`src/rtl/inst_prefetch_pkg.sv`:
```
// Shared types and constants for the instruction prefetch stage.
package inst_prefetch_pkg;

  localparam int unsigned INSTR_W = 32;
  localparam int unsigned ENTRY_W = 2 * INSTR_W;

  // Fetch FSM: idle, waiting on a live request, waiting on a request to be discarded.
  typedef enum logic [1:0] {
    IF_IDLE = 2'd0,
    IF_WAIT = 2'd1,
    IF_DROP = 2'd2
  } if_state_t;

  // One buffered fetch result: the pc it was fetched from and the instruction word.
  typedef struct packed {
    logic [INSTR_W-1:0] pc;
    logic [INSTR_W-1:0] instr;
  } fetch_entry_t;

  // Force an address onto a word boundary.
  function automatic logic [INSTR_W-1:0] word_align(input logic [INSTR_W-1:0] a);
    return {a[INSTR_W-1:2], 2'b00};
  endfunction

endpackage

```
`src/rtl/inst_fifo.sv`:
```
// DEPTH-entry FIFO of fetch results with synchronous flush; head is read combinationally.
module inst_fifo
  import inst_prefetch_pkg::*;
#(
  parameter int unsigned DEPTH = 4
) (
  input  logic                     clk,
  input  logic                     rst,
  input  logic                     push,
  input  fetch_entry_t             push_entry,
  input  logic                     pop,
  input  logic                     flush,
  output logic [$clog2(DEPTH):0]   count,
  output fetch_entry_t             head
);

  localparam int unsigned PW = $clog2(DEPTH);
  localparam int unsigned CW = PW + 1;

  fetch_entry_t    mem [DEPTH];
  logic [PW-1:0]   wr_ptr;
  logic [PW-1:0]   rd_ptr;
  logic            push_eff;
  logic            pop_eff;

  // A flush wins over any same-cycle push or pop.
  assign push_eff = push & ~flush;
  assign pop_eff  = pop & ~flush;
  assign head     = mem[rd_ptr];

  // Pointer and occupancy tracking.
  always_ff @(posedge clk or posedge rst) begin
    if (rst) begin
      wr_ptr <= '0;
      rd_ptr <= '0;
      count  <= '0;
    end else if (flush) begin
      wr_ptr <= '0;
      rd_ptr <= '0;
      count  <= '0;
    end else begin
      if (push_eff) wr_ptr <= wr_ptr + PW'(1);
      if (pop_eff)  rd_ptr <= rd_ptr + PW'(1);
      case ({push_eff, pop_eff})
        2'b10:   count <= count + CW'(1);
        2'b01:   count <= count - CW'(1);
        default: count <= count;
      endcase
    end
  end

  // Entry storage.
  always_ff @(posedge clk or posedge rst) begin
    if (rst) begin
      for (int i = 0; i < int'(DEPTH); i++) mem[i] <= '0;
    end else if (push_eff) begin
      mem[wr_ptr] <= push_entry;
    end
  end

  // The fetch FSM is responsible for never over- or under-running the buffer.
  overflow_chk: assert property (@(posedge clk) disable iff (rst)
    !(push_eff && !pop_eff && count == CW'(DEPTH)));
  underflow_chk: assert property (@(posedge clk) disable iff (rst)
    !(pop_eff && count == '0));

endmodule

```
`src/rtl/inst_prefetch.sv`:
```
// Sequential instruction fetcher: one outstanding imem request, results buffered for the datapath.
module inst_prefetch
  import inst_prefetch_pkg::*;
#(
  parameter int unsigned          DEPTH    = 4,
  parameter logic [INSTR_W-1:0]   RESET_PC = 32'h0000_0000
) (
  input  logic                    clk,
  input  logic                    cpu_rst,
  input  logic                    cpu_en,
  input  logic                    redirect_en,
  input  logic [INSTR_W-1:0]      redirect_pc,
  output logic                    imem_ren,
  output logic [INSTR_W-1:0]      imem_addr,
  input  logic                    imem_ack,
  input  logic [INSTR_W-1:0]      imem_data,
  output logic                    out_valid,
  output logic [INSTR_W-1:0]      out_addr,
  output logic [INSTR_W-1:0]      out_data,
  input  logic                    out_ready,
  output logic [$clog2(DEPTH):0]  count
);

  localparam int unsigned CW = $clog2(DEPTH) + 1;

  if_state_t          state;
  logic [INSTR_W-1:0] fetch_pc;
  logic [INSTR_W-1:0] target_pc;
  logic               push;
  logic               pop;
  logic               can_issue;
  fetch_entry_t       push_entry;
  fetch_entry_t       head;

  // Handshake decode; a redirect suppresses both sides of the buffer this cycle.
  assign target_pc  = word_align(redirect_pc);
  assign push       = (state == IF_WAIT) & imem_ack & ~redirect_en;
  assign pop        = out_valid & out_ready & cpu_en & ~redirect_en;
  assign can_issue  = cpu_en & (count < CW'(DEPTH)) & ~redirect_en;
  assign push_entry = '{pc: imem_addr, instr: imem_data};
  assign out_valid  = (count != '0);
  assign out_addr   = head.pc;
  assign out_data   = head.instr;

  inst_fifo #(
    .DEPTH (DEPTH)
  ) u_fifo (
    .clk        (clk),
    .rst        (cpu_rst),
    .push       (push),
    .push_entry (push_entry),
    .pop        (pop),
    .flush      (redirect_en),
    .count      (count),
    .head       (head)
  );

  // Fetch FSM with registered request outputs and fetch pointer.
  always_ff @(posedge clk or posedge cpu_rst) begin
    if (cpu_rst) begin
      state     <= IF_IDLE;
      fetch_pc  <= RESET_PC;
      imem_ren  <= 1'b0;
      imem_addr <= '0;
    end else begin
      case (state)
        IF_IDLE: begin
          if (redirect_en) begin
            fetch_pc <= target_pc;
          end else if (can_issue) begin
            imem_ren  <= 1'b1;
            imem_addr <= fetch_pc;
            state     <= IF_WAIT;
          end
        end
        IF_WAIT: begin
          if (redirect_en) begin
            fetch_pc <= target_pc;
            if (imem_ack) begin
              imem_ren <= 1'b0;
              state    <= IF_IDLE;
            end else begin
              state    <= IF_DROP;
            end
          end else if (imem_ack) begin
            fetch_pc <= fetch_pc + INSTR_W'(4);
            imem_ren <= 1'b0;
            state    <= IF_IDLE;
          end
        end
        IF_DROP: begin
          if (redirect_en) fetch_pc <= target_pc;
          if (imem_ack) begin
            imem_ren <= 1'b0;
            state    <= IF_IDLE;
          end
        end
        default: begin
          imem_ren <= 1'b0;
          state    <= IF_IDLE;
        end
      endcase
    end
  end

endmodule

```
`config.mk`:
```
export PLATFORM = sky130hd
export DESIGN_NAME = inst_prefetch
export DESIGN_NICKNAME = d
export VERILOG_FILES = /design/src/rtl/inst_prefetch_pkg.sv /design/src/rtl/inst_fifo.sv /design/src/rtl/inst_prefetch.sv
export SDC_FILE = /design/constraint.sdc
export NUM_CORES = 1
export LEC_CHECK = 0
export ABC_CLOCK_PERIOD_IN_PS = 11340
export BUFFER_PORTS_ARGS = -buffer_cell sky130_fd_sc_hd__buf_2
export CORE_MARGIN = 8
export CORE_UTILIZATION = 38
export DETAILED_ROUTE_END_ITERATION = 7
export PLACE_DENSITY_LB_ADDON = 0.3
export SETUP_SLACK_MARGIN = 0.5
export SLEW_MARGIN = 20
export SYNTH_ARGS = -nofsm -noshare
export SYNTH_HDL_FRONTEND = slang
export SYNTH_HIERARCHICAL = 1
export SYNTH_SLANG_ARGS = --single-unit
```
`constraint.sdc`:
```
create_clock -name clk -period 11.34 [get_ports clk]
set_input_delay 1.134 -clock clk [delete_from_list [all_inputs] [get_ports clk]]
set_output_delay 1.134 -clock clk [all_outputs]
set_load 0.03 [all_outputs]
```
==> results of run 1 <==
-- placed cells by master, fill, tap and decap left out, types with 3 or more instances in the layout --
master and n:
sky130_fd_sc_hd__mux2_2 46, sky130_fd_sc_hd__clkinv_2 7, sky130_fd_sc_hd__o32ai_1 3, sky130_fd_sc_hd__conb_1 10
sky130_fd_sc_hd__a32oi_1 3, sky130_fd_sc_hd__a211oi_1 3, sky130_fd_sc_hd__ha_1 9, sky130_fd_sc_hd__mux2i_1 3
sky130_fd_sc_hd__nand3_1 16, sky130_fd_sc_hd__o21ai_0 19, sky130_fd_sc_hd__nand2b_1 5, sky130_fd_sc_hd__o211ai_1 5
sky130_fd_sc_hd__nand2_1 23, sky130_fd_sc_hd__clkbuf_8 7, sky130_fd_sc_hd__a31oi_1 4, sky130_fd_sc_hd__o22ai_1 8
sky130_fd_sc_hd__nand2_8 4, sky130_fd_sc_hd__inv_1 10, sky130_fd_sc_hd__mux4_2 64, sky130_fd_sc_hd__nand4_1 8
sky130_fd_sc_hd__a2bb2oi_1 3, sky130_fd_sc_hd__buf_2 166, sky130_fd_sc_hd__o22a_1 6, sky130_fd_sc_hd__clkbuf_1 10
sky130_fd_sc_hd__and4_1 7, sky130_fd_sc_hd__xnor2_1 3, sky130_fd_sc_hd__dfrtp_1 324, sky130_fd_sc_hd__buf_4 8
sky130_fd_sc_hd__mux2_4 240, sky130_fd_sc_hd__nor3_1 8, sky130_fd_sc_hd__nor2_1 24, sky130_fd_sc_hd__and2_1 6
sky130_fd_sc_hd__clkbuf_16 40, sky130_fd_sc_hd__a21oi_1 32, sky130_fd_sc_hd__a311oi_1 3, sky130_fd_sc_hd__nor3b_1 4
-- power groups by stage --
stage	clock (uW)	sequential [uW]	combinational, uW
floorplan	0	1760	996
global placement	0	1750	1390
detailed placement	0	1760	1410
CTS	1280	1750	1410
global route	1330	1800	1490
finish	1230	1750	1390
-- path summary, 6_finish.rpt --
check                                  from          endpoint  cells after the start
min in group asynchronous           cpu_rst    u_fifo/mem[42]                      2
setup / recovery           u_fifo/rd_ptr[0]      out_addr[30]                      3
setup reg to reg                   state[1]   u_fifo/mem[223]                      7
hold / removal              u_fifo/mem[189]   u_fifo/mem[189]                      1
hold reg to reg             u_fifo/mem[189]   u_fifo/mem[189]                      1
max in group asynchronous           cpu_rst  u_fifo/rd_ptr[0]                      3
-- cell type report --
type / count / area share, %
flip-flops and latches: 326 / 44.84
clock inverters: 13 / 0.7558
inverters: 12 / 0.2886
repair buffers: 174 / 4.892
multi-input cells: 596 / 39.29
clock buffers: 57 / 6.232
well taps: 539 / 3.703
-- critical path, stage by stage (launching register included) --
cell	delay, ps
sky130_fd_sc_hd__dfrtp_4	790
sky130_fd_sc_hd__buf_4	750
sky130_fd_sc_hd__mux4_2	640
sky130_fd_sc_hd__buf_2	200
-- state kept, by name (all words and copies together), names as in the netlist --
name and cells:
imem_ren 1, u_fifo/rd_ptr 2, fetch_pc 30, imem_addr 30
u_fifo/wr_ptr 2, u_fifo/count 3, u_fifo/mem 256, state 2
-- per-stage QoR --
stage / instances / util [%] / area [um^2]
after floorplan: 1000 / - / 15920
after global placement: 1647 / 40.74 / 16940
after detailed placement: 1647 / 40.74 / 16940
after CTS: 1717 / 43.80 / 18210
after global routing: 1717 / 43.80 / 18210
final: 1717 / 43.80 / 18210
-- logic make-up after synthesis --
group / after synthesis
compound gates: 97
xor+xnor: 5
fa+ha+maj: 10
buf+inv: 78
flops: 326
mux: 353
other cells: 1
simple gates: 121
-- per-layer routing --
metal	track usage, %	routed length, um
met3	3.499	1876
met2	24.40	17290
met1	21.74	17270
met5	0	0
met4	4.029	696
==> metrics.txt, run 1 <==
# TYPE chip_impl_metric gauge
chip_impl_info{name="run_status",value="finished clean"} 1
chip_impl_metric{name="comb_power_share",unit="%"} 31.8
chip_impl_metric{name="grt_pass1_vias",unit=""} 9776
chip_impl_metric{name="ys_types",unit=""} 60
chip_impl_metric{name="clk-insertion-delay-late",unit="ps"} 550
chip_impl_metric{name="initial_utilization",unit="%"} 38.21
chip_impl_metric{name="p_int",unit="uW"} 2832
chip_impl_metric{name="max_slew.worst_pin.slew",unit="ps"} 947.8
chip_impl_metric{name="num_io_pins",unit=""} 171
chip_impl_metric{name="crit_arrival",unit="ps"} 2940
chip_impl_metric{name="worstPathRequired",unit="ps"} 10210
chip_impl_metric{name="cts_setup_buffers",unit=""} 0
chip_impl_metric{name="antenna_violating_nets_post_route",unit=""} 0
chip_impl_metric{name="finalHoldViolCount",unit=""} 0
chip_impl_metric{name="synth-async-reset-ratio",unit="%"} 100.0
chip_impl_metric{name="core_region_area",unit="mm^2"} 0.04157
chip_impl_metric{name="fp.dieArea",unit="mm^2"} 0.04860
chip_impl_metric{name="postSynthAreaPerCell",unit="um^2"} 16.03
chip_impl_metric{name="setup-tns-final",unit="ps"} 0
chip_impl_metric{name="fin_max_slew_vios",unit=""} 0
chip_impl_info{name="synth_most_common_cell",value="sky130_fd_sc_hd__dfrtp_1"} 1
chip_impl_metric{name="synthesis.instances",unit=""} 991
chip_impl_info{name="min-delay-path-class",value="reg -> reg"} 1
chip_impl_metric{name="peakVddDrop",unit="uV"} 115.6
chip_impl_metric{name="cts_inserted_buffers",unit=""} 39
chip_impl_metric{name="die_y",unit="um"} 220.5
chip_impl_metric{name="grt_max_degree",unit=""} 124
chip_impl_metric{name="max_slew_headroom",unit="%"} 36.81
chip_impl_metric{name="placement.setup.worst_slack",unit="ps"} 7689
chip_impl_info{name="timing_worst_setup_path_type",value="reg -> out"} 1
chip_impl_metric{name="multi_input_area",unit="mm^2"} 0.007154
chip_impl_metric{name="max_cap_violations",unit=""} 0
chip_impl_info{name="clockRootBuffer",value="sky130_fd_sc_hd__clkbuf_16"} 1
chip_impl_metric{name="final.setup_skew",unit="ps"} 18.55
chip_impl_metric{name="timing.final.ws_setup",unit="ps"} 7266
chip_impl_metric{name="firstDrtPassIters",unit=""} 5
chip_impl_metric{name="dpl.hpwl",unit="mm"} 22.21
chip_impl_metric{name="synth_sequential_area_ratio",unit="%"} 51.36
chip_impl_metric{name="via_per_inst",unit=""} 5.199
chip_impl_info{name="setup_repair_after_global_routing_missed_its_margin",value="no"} 1
chip_impl_info{name="ys_top_cells_by_count",value="sky130_fd_sc_hd__dfrtp_1, sky130_fd_sc_hd__mux2_4, sky130_fd_sc_hd__mux4_2"} 1
chip_impl_metric{name="cts.sinks",unit=""} 326
chip_impl_metric{name="die_w",unit="um"} 220.5
chip_impl_metric{name="synth_top_area_share",unit="%"} 51.36
chip_impl_metric{name="initialDrtViolationCount",unit=""} 695
chip_impl_info{name="dominant_combinational_cell_family_by_area_after_synthesis",value="multiplexers"} 1
chip_impl_metric{name="place.gp.congestion",unit=""} 0.8269
chip_impl_metric{name="cts.repair.resized",unit=""} 0
chip_impl_metric{name="post_synthesis_compound_gate_area_fraction",unit="%"} 3.883
chip_impl_metric{name="ff2ff_setup_slack",unit="ps"} 8450
chip_impl_metric{name="synth-adder-area-share",unit="%"} 0.8350
chip_impl_metric{name="syn_area",unit="mm^2"} 0.01588
chip_impl_metric{name="clk_pin_slew",unit="ps"} 60
chip_impl_metric{name="total_number_of_vias",unit=""} 8926
chip_impl_metric{name="ctsHoldBuffers",unit=""} 0
chip_impl_metric{name="whs",unit="ps"} 501.7
chip_impl_metric{name="area.growth.synth_to_final",unit="%"} 14.64
chip_impl_metric{name="grt_remaining_overflow",unit=""} 0
chip_impl_metric{name="power.switching_fraction",unit="%"} 35.31
chip_impl_metric{name="post_synth_xor_area_fraction",unit="%"} 0.2757
chip_impl_metric{name="io_buffer_count",unit=""} 166
chip_impl_metric{name="antenna_violations_before_repair",unit=""} 0
chip_impl_metric{name="layout_worst_path_cycle_share",unit="%"} 35.93
chip_impl_metric{name="drc",unit=""} 0
chip_impl_metric{name="fillerInstances",unit=""} 3735
chip_impl_metric{name="grt_first_pass_wirelength",unit="mm"} 59.33
chip_impl_metric{name="yosys_register_bits",unit=""} 326
chip_impl_metric{name="power.share.sequential",unit="%"} 40.0
chip_impl_metric{name="synth-edff-count",unit=""} 0
chip_impl_info{name="ys.flop_type",value="sky130_fd_sc_hd__dfrtp_1"} 1
chip_impl_metric{name="largest_driver_fanout_on_the_critical_path",unit=""} 41
chip_impl_metric{name="power_frac_clock",unit="%"} 28.2
chip_impl_metric{name="diodes",unit=""} 0
chip_impl_metric{name="cts_htree_levels",unit=""} 2
chip_impl_metric{name="synth_warnings",unit=""} 6
chip_impl_metric{name="post-layout-total-power",unit="uW"} 4378
chip_impl_metric{name="final_net_count",unit=""} 1229
chip_impl_metric{name="power.leakage",unit="uW"} 0.008949
chip_impl_info{name="synth.largest_area_cell",value="sky130_fd_sc_hd__dfrtp_1"} 1
chip_impl_info{name="start_kind",value="register"} 1
chip_impl_info{name="worst_setup_path_end_kind",value="output port"} 1
chip_impl_metric{name="max_clock_freq",unit="GHz"} 0.2454
chip_impl_metric{name="postRouteWirelength",unit="mm"} 37.13
chip_impl_metric{name="finalWorstPathRequiredPeriod",unit="ps"} 4074
chip_impl_metric{name="std_cell_rows",unit=""} 75
chip_impl_metric{name="switching_power",unit="uW"} 1546
chip_impl_metric{name="yosys.area_share.simple",unit="%"} 4.553
chip_impl_metric{name="muxShareOfSynthArea",unit="%"} 35.21
chip_impl_info{name="tritoncts",value="done"} 1
chip_impl_metric{name="timing.final.setup_violations",unit=""} 0
chip_impl_metric{name="register_area",unit="mm^2"} 0.008165
chip_impl_metric{name="pwr_density_cell",unit="mW/mm^2"} 240.4
chip_impl_metric{name="global_route.usage.total",unit="%"} 15.60
chip_impl_info{name="top_post_synthesis_cells_by_area",value="sky130_fd_sc_hd__dfrtp_1, sky130_fd_sc_hd__mux2_4, sky130_fd_sc_hd__mux4_2"} 1
chip_impl_metric{name="clock_path_buffers",unit=""} 3
chip_impl_metric{name="wl_per_cell",unit="um"} 21.62
chip_impl_metric{name="share_of_layout_cells_above_drive_strength_1",unit="%"} 51.10
No activity file was read; power rests on OpenSTA's default activity.
==> inputs of run 2 (changes only) <==
--- a/config.mk
+++ b/config.mk
@@ -5,7 +5,8 @@
 export SDC_FILE = /design/constraint.sdc
 export NUM_CORES = 1
 export LEC_CHECK = 0
-export ABC_CLOCK_PERIOD_IN_PS = 11340
+export ABC_AREA = 1
+export ABC_CLOCK_PERIOD_IN_PS = 3950
 export BUFFER_PORTS_ARGS = -buffer_cell sky130_fd_sc_hd__buf_2
 export CORE_MARGIN = 8
 export CORE_UTILIZATION = 38
==> constraint.sdc (replaced) <==
create_clock -name clk -period 3.95 [get_ports clk]
set_input_delay 0.395 -clock clk [delete_from_list [all_inputs] [get_ports clk]]
set_output_delay 0.395 -clock clk [all_outputs]
set_load 0.03 [all_outputs]
==> metrics.txt, run 2 <==
# TYPE chip_impl_metric gauge
chip_impl_metric{name="cts.sinks",unit=""} 326
chip_impl_metric{name="worstPathRequired",unit="ps"} 3560
chip_impl_metric{name="synth-async-reset-ratio",unit="%"} 100.0
chip_impl_metric{name="die_y",unit="um"} 214.6
chip_impl_metric{name="grt_remaining_overflow",unit=""} 0
chip_impl_info{name="top_register",value="u_fifo/mem"} 1
chip_impl_metric{name="power.switching_fraction",unit="%"} 39.09
chip_impl_metric{name="initial_utilization",unit="%"} 38.60
chip_impl_info{name="cp_cell_sequence",value="inv_4, buf_4, o21ai_0, o22ai_1, buf_2"} 1
chip_impl_metric{name="global_route.usage.total",unit="%"} 17.14
chip_impl_metric{name="final_net_count",unit=""} 2008
chip_impl_metric{name="p_int",unit="uW"} 7931
chip_impl_metric{name="max_slew_headroom",unit="%"} 29.32
chip_impl_info{name="hp-start",value="redirect_pc[14]"} 1
chip_impl_metric{name="crit_arrival",unit="ps"} 2600
chip_impl_metric{name="clock_path_buffers",unit=""} 3
chip_impl_info{name="worstReg2RegEnd",value="u_fifo/mem[107]"} 1
chip_impl_metric{name="synthesis.instances",unit=""} 1819
chip_impl_metric{name="yosys_register_bits",unit=""} 326
chip_impl_metric{name="pwr_density_cell",unit="mW/mm^2"} 742.2
chip_impl_metric{name="antenna_violations_before_repair",unit=""} 0
chip_impl_metric{name="drc",unit=""} 0
chip_impl_info{name="setup_crit_start",value="u_fifo/rd_ptr[0]"} 1
chip_impl_metric{name="grt_pass1_vias",unit=""} 12160
chip_impl_metric{name="max_slew.worst_pin.slew",unit="ps"} 1060
chip_impl_info{name="critical_path.slowest_cell",value="sky130_fd_sc_hd__inv_4"} 1
chip_impl_metric{name="syn_area",unit="mm^2"} 0.01499
chip_impl_metric{name="power.leakage",unit="uW"} 0.008561
chip_impl_metric{name="postSynthAreaPerCell",unit="um^2"} 8.238
chip_impl_metric{name="core_region_area",unit="mm^2"} 0.03883
chip_impl_metric{name="synth_top_area_share",unit="%"} 54.44
chip_impl_info{name="worst_setup_path_end_kind",value="output port"} 1
chip_impl_metric{name="ff2ff_setup_slack",unit="ps"} 1240
chip_impl_metric{name="cts_htree_levels",unit=""} 2
chip_impl_info{name="top_post_synthesis_cells_by_area",value="sky130_fd_sc_hd__dfrtp_1, sky130_fd_sc_hd__o21ai_0, sky130_fd_sc_hd__nand2_1"} 1
chip_impl_info{name="setup_repair_after_global_routing_missed_its_margin",value="no"} 1
chip_impl_info{name="capturing_instance_or_port_of_the_critical_path",value="out_data[23]"} 1
chip_impl_metric{name="postRouteWirelength",unit="mm"} 40.45
chip_impl_metric{name="grt_max_degree",unit=""} 148
chip_impl_metric{name="total_number_of_vias",unit=""} 12640
chip_impl_metric{name="place.gp.congestion",unit=""} 0.9298
chip_impl_metric{name="max_cap_violations",unit=""} 0
chip_impl_info{name="min-delay-path-class",value="in -> reg"} 1
chip_impl_info{name="layout_top_registers",value="u_fifo/mem: 256 flops, fetch_pc: 30 flops, imem_addr: 30 flops"} 1
chip_impl_metric{name="dpl.hpwl",unit="mm"} 24.88
chip_impl_info{name="rr_startpoint",value="state[1]"} 1
chip_impl_info{name="synth_most_common_cell",value="sky130_fd_sc_hd__nand2_1"} 1
chip_impl_metric{name="ys_types",unit=""} 29
chip_impl_metric{name="peakVddDrop",unit="uV"} 404.6
chip_impl_metric{name="share_of_layout_cells_above_drive_strength_1",unit="%"} 14.88
chip_impl_metric{name="r2r_cells",unit=""} 10
chip_impl_info{name="run_status",value="finished clean"} 1
chip_impl_metric{name="grt_first_pass_wirelength",unit="mm"} 65.47
chip_impl_metric{name="finalHoldViolCount",unit=""} 0
chip_impl_info{name="synth.largest_area_cell",value="sky130_fd_sc_hd__dfrtp_1"} 1
chip_impl_metric{name="setup-tns-final",unit="ps"} 0
chip_impl_metric{name="std_cell_rows",unit=""} 72
chip_impl_metric{name="synth-edff-count",unit=""} 0
chip_impl_info{name="ys.flop_type",value="sky130_fd_sc_hd__dfrtp_1"} 1
chip_impl_metric{name="fp.dieArea",unit="mm^2"} 0.04605
chip_impl_metric{name="initialDrtViolationCount",unit=""} 1012
chip_impl_info{name="start_kind",value="register"} 1
chip_impl_metric{name="final.setup_skew",unit="ps"} 17.60
chip_impl_metric{name="max_clock_freq",unit="GHz"} 0.3335
chip_impl_metric{name="power_frac_clock",unit="%"} 29.5
chip_impl_metric{name="power.share.sequential",unit="%"} 37.6
chip_impl_metric{name="comb_power_share",unit="%"} 32.9
chip_impl_metric{name="firstDrtPassIters",unit=""} 5
chip_impl_metric{name="die_w",unit="um"} 214.6
chip_impl_info{name="most_common_cell_after_layout_fill_and_taps_aside",value="sky130_fd_sc_hd__nand2_1"} 1
chip_impl_info{name="timing_worst_setup_path_type",value="reg -> out"} 1
chip_impl_metric{name="synth_warnings",unit=""} 6
chip_impl_metric{name="via_per_inst",unit=""} 5.108
chip_impl_metric{name="clk-insertion-delay-late",unit="ps"} 520
chip_impl_metric{name="antenna_violating_nets_post_route",unit=""} 0
chip_impl_metric{name="largest_register_ff_count",unit=""} 256
chip_impl_metric{name="fin_max_slew_vios",unit=""} 0
chip_impl_metric{name="area.growth.synth_to_final",unit="%"} 17.07
chip_impl_metric{name="worst_path_largest_cell_delay",unit="ps"} 590
chip_impl_metric{name="layout_worst_path_cycle_share",unit="%"} 75.92
chip_impl_info{name="mostFrequentLayoutCells",value="sky130_fd_sc_hd__nand2_1, sky130_fd_sc_hd__o21ai_0, sky130_fd_sc_hd__dfrtp_1"} 1
chip_impl_metric{name="post-layout-total-power",unit="uW"} 13020
chip_impl_metric{name="diodes",unit=""} 0
chip_impl_info{name="ys_top_cells_by_count",value="sky130_fd_sc_hd__nand2_1, sky130_fd_sc_hd__o21ai_0, sky130_fd_sc_hd__dfrtp_1"} 1
chip_impl_metric{name="num_io_pins",unit=""} 171
chip_impl_metric{name="clk_pin_slew",unit="ps"} 60
chip_impl_metric{name="switching_power",unit="uW"} 5090
chip_impl_info{name="clockRootBuffer",value="sky130_fd_sc_hd__clkbuf_16"} 1
chip_impl_info{name="tritoncts",value="done"} 1
chip_impl_metric{name="io_buffer_count",unit=""} 166
chip_impl_metric{name="timing.final.setup_violations",unit=""} 0
chip_impl_metric{name="finalWorstPathRequiredPeriod",unit="ps"} 2999
chip_impl_metric{name="synth_sequential_area_ratio",unit="%"} 54.44
chip_impl_metric{name="fillerInstances",unit=""} 3910
chip_impl_metric{name="cts_inserted_buffers",unit=""} 38
chip_impl_metric{name="wl_per_cell",unit="um"} 16.35
chip_impl_metric{name="cts.repair.resized",unit=""} 0
chip_impl_metric{name="largest_driver_fanout_on_the_critical_path",unit=""} 76
run 2: cell count changes in the layout (fill, tap and decap cells not counted), moves of 23 or more:
cell                      before  now
sky130_fd_sc_hd__nand2_1      23  435
sky130_fd_sc_hd__mux2_2       46    7
sky130_fd_sc_hd__o21ai_0      19  423
sky130_fd_sc_hd__mux4_2       64    0
sky130_fd_sc_hd__nand3_1      16   39
sky130_fd_sc_hd__o22ai_1       8   72
sky130_fd_sc_hd__inv_1        10  113
sky130_fd_sc_hd__nor2_1       24  201
sky130_fd_sc_hd__mux2_4      240    0
run 2: worst min path at each step:
stage	to	depth (start not counted)
final	fetch_pc[14]	3
after global routing	fetch_pc[12]	3
after CTS	fetch_pc[14]	3
after detailed placement	u_fifo/count[2]	2
after global placement	u_fifo/count[2]	2
after floorplan	u_fifo/mem[127]	2
run 2: area by class of cell:
cell class	count	area (um^2)	area share, %
inverter	120	456.7	2.603
sequential	326	8163	46.53
clock inverter	20	294.0	1.676
timing repair buffer	184	1035	5.898
multi-input combinational	1258	5846	33.32
clock buffer	48	1102	6.283
tap	518	648.1	3.694
run 2: per-stage QoR:
step	cells	hold slack, ps	utilization (%)	worst slack [ps]	instance area (um^2)
global placement	2405	355.0	41.55	1383	16130
floorplan	1822	447.8	-	85.47	15000
finish	2474	180.5	45.19	951.1	17540
CTS	2474	152.2	45.18	913.8	17540
global route	2474	179.4	45.19	728.3	17540
detailed placement	2405	356.2	41.55	1315	16130
run 2: worst max-delay path: cells and delay by family, from the launching register on:
| kind | cells | cell delay, ps |
|---|---|---|
| AOI/OAI and AO/OA | 2 | 330 |
| DFF | 1 | 490 |
| buffers and inverters | 3 | 1230 |
run 2: power groups by stage:
stage | Combinational [uW] | Sequential, uW | Clock, uW
after floorplan | 2890 | 5030 | 0
after global placement | 4260 | 4920 | 0
after detailed placement | 4330 | 4930 | 0
after CTS | 4340 | 4880 | 3950
after global routing | 4790 | 5000 | 4080
final | 4290 | 4890 | 3840
run 2: what timing repair did:
action	in CTS	in global routing
buffers inserted	0	0
hold endpoints to repair	5	0
hold buffers	1	0
run 2: logic make-up (layout without fill, tap and decap cells):
kind of cell             after synthesis  after routing  synth area share [%]
AO/OA/AOI/OAI                        531            531                 18.44
adder cells (fa/ha/maj)               10             10                0.8850
flip-flops                           326            326                 54.44
other                                  1              4               0.02502
AND/OR/NAND/NOR                      706            706                 18.85
buffers and inverters                238            372                 6.830
multiplexers                           7              7                0.5260
run 2: metal layers:
metal	track usage, %	vias up	wire length, um
met5	0	-	0
met4	4.342	0	769
met3	3.766	56	2726
met2	27.46	394	18240
met1	23.34	6015	18710
li1	-	6172	-
